## src/rtl/sync_fifo_axi_drain.sv

```systemverilog
// sync_fifo_axi_drain: AXI4-Lite read master that polls a FIFO register block's level and re-emits popped words as a stream.
module sync_fifo_axi_drain #(
  parameter int ADDR_WIDTH = 32,
  parameter int DATA_WIDTH = 32,
  parameter int FIFO_DEPTH = 16,
  parameter logic [ADDR_WIDTH-1:0] BASE_ADDR = '0,
  parameter int POLL_GAP = 4
) (
  input  logic                  clk,
  input  logic                  rst,
  input  logic                  enable,
  output logic [ADDR_WIDTH-1:0] m_axi_araddr,
  output logic [2:0]            m_axi_arprot,
  output logic                  m_axi_arvalid,
  input  logic                  m_axi_arready,
  input  logic [DATA_WIDTH-1:0] m_axi_rdata,
  input  logic [1:0]            m_axi_rresp,
  input  logic                  m_axi_rvalid,
  output logic                  m_axi_rready,
  output logic [DATA_WIDTH-1:0] m_axis_tdata,
  output logic                  m_axis_tvalid,
  input  logic                  m_axis_tready,
  output logic                  busy,
  output logic                  err,
  output logic [31:0]           words_out
);
  localparam int LW = $clog2(FIFO_DEPTH) + 1;
  localparam int GW = POLL_GAP > 1 ? $clog2(POLL_GAP) : 1;
  localparam logic [2:0] IDLE = 3'd0, POLL_AR = 3'd1, POLL_R = 3'd2, GAP = 3'd3,
                         DATA_AR = 3'd4, DATA_R = 3'd5, OUT = 3'd6;
  logic [2:0] state;
  logic [LW-1:0] remaining, level;
  logic [GW-1:0] gap_cnt;
  // AR/R controls decode straight from the state register, so arvalid never depends on arready
  assign level = m_axi_rdata[16 +: LW];
  assign m_axi_arprot = 3'b000;
  assign m_axi_arvalid = state == POLL_AR || state == DATA_AR;
  assign m_axi_araddr = state == POLL_AR ? BASE_ADDR + ADDR_WIDTH'(4) : BASE_ADDR;
  assign m_axi_rready = state == POLL_R || state == DATA_R;
  assign busy = state != IDLE;
  always_ff @(posedge clk)
    if (rst) begin
      state <= IDLE;
      m_axis_tvalid <= 1'b0;
      m_axis_tdata <= '0;
      err <= 1'b0;
      words_out <= '0;
      remaining <= '0;
      gap_cnt <= '0;
    end else
      case (state)
        IDLE: if (enable) state <= POLL_AR;
        POLL_AR: if (m_axi_arready) state <= POLL_R;
        POLL_R:
          if (m_axi_rvalid) begin
            gap_cnt <= '0;
            if (m_axi_rresp != 2'b00) begin
              err <= 1'b1;
              state <= GAP;
            end else if (level == '0 || m_axi_rdata[0]) state <= GAP;
            else begin
              remaining <= level;
              state <= DATA_AR;
            end
          end
        GAP:
          if (gap_cnt == GW'(POLL_GAP - 1)) state <= enable ? POLL_AR : IDLE;
          else gap_cnt <= gap_cnt + GW'(1);
        DATA_AR: if (m_axi_arready) state <= DATA_R;
        DATA_R:
          if (m_axi_rvalid) begin
            if (m_axi_rresp != 2'b00) begin
              err <= 1'b1;
              remaining <= '0;
              state <= POLL_AR;
            end else begin
              m_axis_tdata <= m_axi_rdata;
              m_axis_tvalid <= 1'b1;
              state <= OUT;
            end
          end
        OUT:
          if (m_axis_tready) begin
            m_axis_tvalid <= 1'b0;
            words_out <= words_out + 32'd1;
            remaining <= remaining - LW'(1);
            state <= !enable ? IDLE : remaining > LW'(1) ? DATA_AR : POLL_AR;
          end
        default: state <= IDLE;
      endcase
endmodule
```

## config.mk

```make
export PLATFORM = sky130hd
export DESIGN_NAME = sync_fifo_axi_drain
export DESIGN_NICKNAME = d
export VERILOG_FILES = /design/src/rtl/sync_fifo_axi_drain.sv
export SDC_FILE = /design/constraint.sdc
export NUM_CORES = 1
export LEC_CHECK = 0
export CAP_MARGIN = 20
export CORE_MARGIN = 3
export CORE_UTILIZATION = 40
export CTS_BUF_LIST = sky130_fd_sc_hd__clkbuf_4 sky130_fd_sc_hd__clkbuf_8 sky130_fd_sc_hd__clkbuf_16
export CTS_CLUSTER_SIZE = 8
export DETAILED_ROUTE_END_ITERATION = 7
export PLACE_DENSITY = 0.84
export SLEW_MARGIN = 5
export SYNTH_ARGS = -nofsm -noshare
export SYNTH_HDL_FRONTEND = slang
export SYNTH_SLANG_ARGS = --single-unit
```

## constraint.sdc

```tcl
create_clock -name clk -period 2 [get_ports clk]
set_input_delay 0.2 -clock clk [delete_from_list [all_inputs] [get_ports clk]]
set_output_delay 0.2 -clock clk [all_outputs]
set_load 0.02 [all_outputs]
```

==> flow_metrics.tcl <==
set metrics [dict create \
    fin_util_pct 56.65 \
    grt_pass1_wl_um 14770 \
    dpl.hpwl_um 6972 \
    hold_depth 2 \
    antenna_found_initial 0 \
    syn_area_um2 3699 \
    synth_edf_count 0 \
    drt_first_pass_iters 4 \
    grt_overflow 0 \
    layout_commonest_cell "clkdlybuf4s50_1" \
    max_freq_mhz 575.2 \
    grt_pass1_vias 3232 \
    cts-htree-levels 3 \
    finalSetupTns_ns 0 \
    cts_made_buffers 9 \
    nets 612 \
    clk_latency_ns 0.34 \
    setup_slack_ns 0.2615 \
    layout_common_cells "104 x clkdlybuf4s50_1, 86 x nand2_1, 74 x dfxtp_1" \
    gp_congestion 0.8744 \
    place.port_buffers 109 \
    io_pins 144 \
    drtAntennaViolNets 0 \
    vias_per_cell 4.878 \
    cpPeakStageDelay_ns 0.44 \
    yosysWarnings 0 \
    dpl.cell_count 665 \
    die-area_um2 10440 \
    area_growth_pct 35.52 \
    setup_viol 0 \
    rsz0062_at_grt "false" \
    cts_tree "built" \
    synthCells 456 \
    worst_pin_slew_ns 0.5244 \
    crit_path_max_fanout 5 \
    criticalPathCategory "register to output port" \
    crit_path_start_kind "register" \
    initial_utilization_pct 41.80 \
    powerDensity_nw_per_um2 688.9 \
    post_route_cells_drive_above_1_share_pct 8.042 \
    clockBufferDepth 2 \
    relSlewSlack_pct 65.04 \
    finalMaxSlewViolations 0 \
    reg2reg_depth 6 \
    dp_slack_ns -0.001842 \
    cts_sinks 76 \
    drt_iter0_markers 80 \
    synth-seq-cells 76 \
    finalHoldViolCount 0 \
    instances_no_fill 680 \
    grt_start_max_net_pins 34 \
    antenna_cells 0 \
    synth_area_per_cell_um2 8.111 \
    required_ns 1.80 \
    die_x_um 102.2 \
    finClkSkew_ns 0.01632 \
    holdCritPathClass "input port to register" \
    track_usage_pct 17.47 \
    ir_worst_vdd_mv 0.3875 \
    hold_buffers 0 \
    postCtsSetupBuffers 0 \
    core_um2 8848 \
    fin_crit_ns 1.738 \
    synth_ff_type "dfxtp_1" \
    end_kind "output port" \
    post-route-period-util_pct 86.92 \
    crit_slowest_cell "dfxtp_1" \
    leakage_uw 0.001922 \
    die_y_um 102.2 \
    clk_pin_slew_ns 0.08 \
    drc 0 \
    ys_seq_area_share_pct 41.14 \
    cp_cell_sequence "nand2b_1 > o21ai_0 > dlygate4sd2_1" \
    status "finished, final reports clean" \
    arrival_ns 1.54 \
    rows 34 \
    root_buffer "clkbuf_8" \
    max-cap-violations 0 \
    routedWlPerCell_um 13.50 \
    synth_cell_types 49 \
    synthArstFlopShare_pct 0 \
    wl_um 9177 \
    vias 3317 \
]
sequential cells by signal (all words and copies together), names as in the netlist:
register,count
err,1
gap_cnt,2
m_axis_tdata,32
m_axis_tvalid,1
remaining,5
state,3
words_out,32
routing by layer:
metal / GRT usage [%] / vias to the layer above / part of all wire (%)
li1: - / 1687 / -
met1: 21.61 / 1534 / 43
met2: 30.68 / 83 / 51
met3: 2.730 / 13 / 4.8
met4: 6.357 / 0 / 1.8
met5: 0 / - / 0
per-stage QoR:
step           instance area (µm²)  hold WS [ns]  power, µW
6_report                      5012        0.3195       3453
5_1_grt                       5012        0.3203       3638
4_1_cts                       5007        0.3058       3485
3_5_place_dp                  4843        0.4470       2501
3_3_place_gp                  4843        0.4424       2484
2_1_floorplan                 3822        0.3360       2262
synthesized netlist by cell type (2+ instances only):
cell	count	share of area [%]
nand3_1	13	1.8
nor4_1	3	0.51
a211oi_1	6	1.2
o31ai_1	2	0.41
dfxtp_1	76	41
nand4_1	12	2.0
clkbuf_1	16	1.6
xnor2_1	4	0.95
ha_1	4	1.4
buf_4	36	7.3
o21ai_0	7	0.95
nand2b_1	3	0.51
o22ai_1	2	0.34
buf_6	3	0.91
a21oi_1	35	4.7
mux2i_1	2	0.54
a311oi_1	2	0.47
buf_1	2	0.20
nor3_1	7	0.95
nor2b_1	2	0.34
a22oi_1	3	0.61
buf_2	3	0.41
nor2_1	53	5.4
a31oi_1	5	0.85
inv_1	7	0.71
and2_1	4	0.68
and3_1	3	0.51
xor2_1	31	7.3
and4_1	4	0.95
nand3b_4	2	1.1
nand2_1	86	8.7
repair_timing:
| action | CTS | global route |
|---|---|---|
| gates resized for setup | 4 | 2 |
| pin swaps | 0 | 0 |
| endpoints found under the setup margin | 3 | 2 |
worst max-delay path: cells and delay by family (launching register included):
| family | cells | cell delay [ns] |
|---|---|---|
| DFF | 1 | 0.44 |
| buffers and inverters | 1 | 0.38 |
| and+or+nand+nor | 1 | 0.11 |
| AOI/OAI and AO/OA | 1 | 0.28 |
power by group:
part / switching, µW / internal (µW) / leakage [µW] / total [µW]
Sequential: 64.4 / 1560 / 0.000613 / 1620
Combinational: 471 / 364 / 0.00122 / 835
Clock: 552 / 443 / 0.0000852 / 996
Total: 1090 / 2360 / 0.00192 / 3450
final cells by class:
type | count | area, µm²
clock buffers | 9 | 123.9
well taps | 108 | 135.1
inverters | 7 | 26.28
clock inverters | 6 | 40.04
fillers | 813 | 3836
flip-flops and latches | 76 | 1524
repair buffers | 128 | 1269
multi-input cells | 346 | 1894
cell families after synthesis:
| group | count (synthesis) | share of synthesized area [%] |
|---|---|---|
| other | 1 | 0.1014 |
| xor gates and xnor gates | 35 | 8.288 |
| muxes | 3 | 0.8457 |
| and+or+nand+nor | 200 | 25.37 |
| AOI/OAI and AO/OA | 70 | 11.74 |
| adders and majority gates | 4 | 1.353 |
| buffers and inverters | 67 | 11.16 |
| DFF | 76 | 41.14 |
path summary, 6_finish.rpt:
check                                        end             start  slack, ns
worst min-delay path                  gap_cnt[1]               rst       0.32
worst min register to register  m_axis_tdata[13]  m_axis_tdata[13]       0.46
worst max-delay path                m_axi_rready          state[1]       0.26
worst max register to register      remaining[2]          state[1]       0.27
No activity file was read; power rests on OpenSTA's default activity.
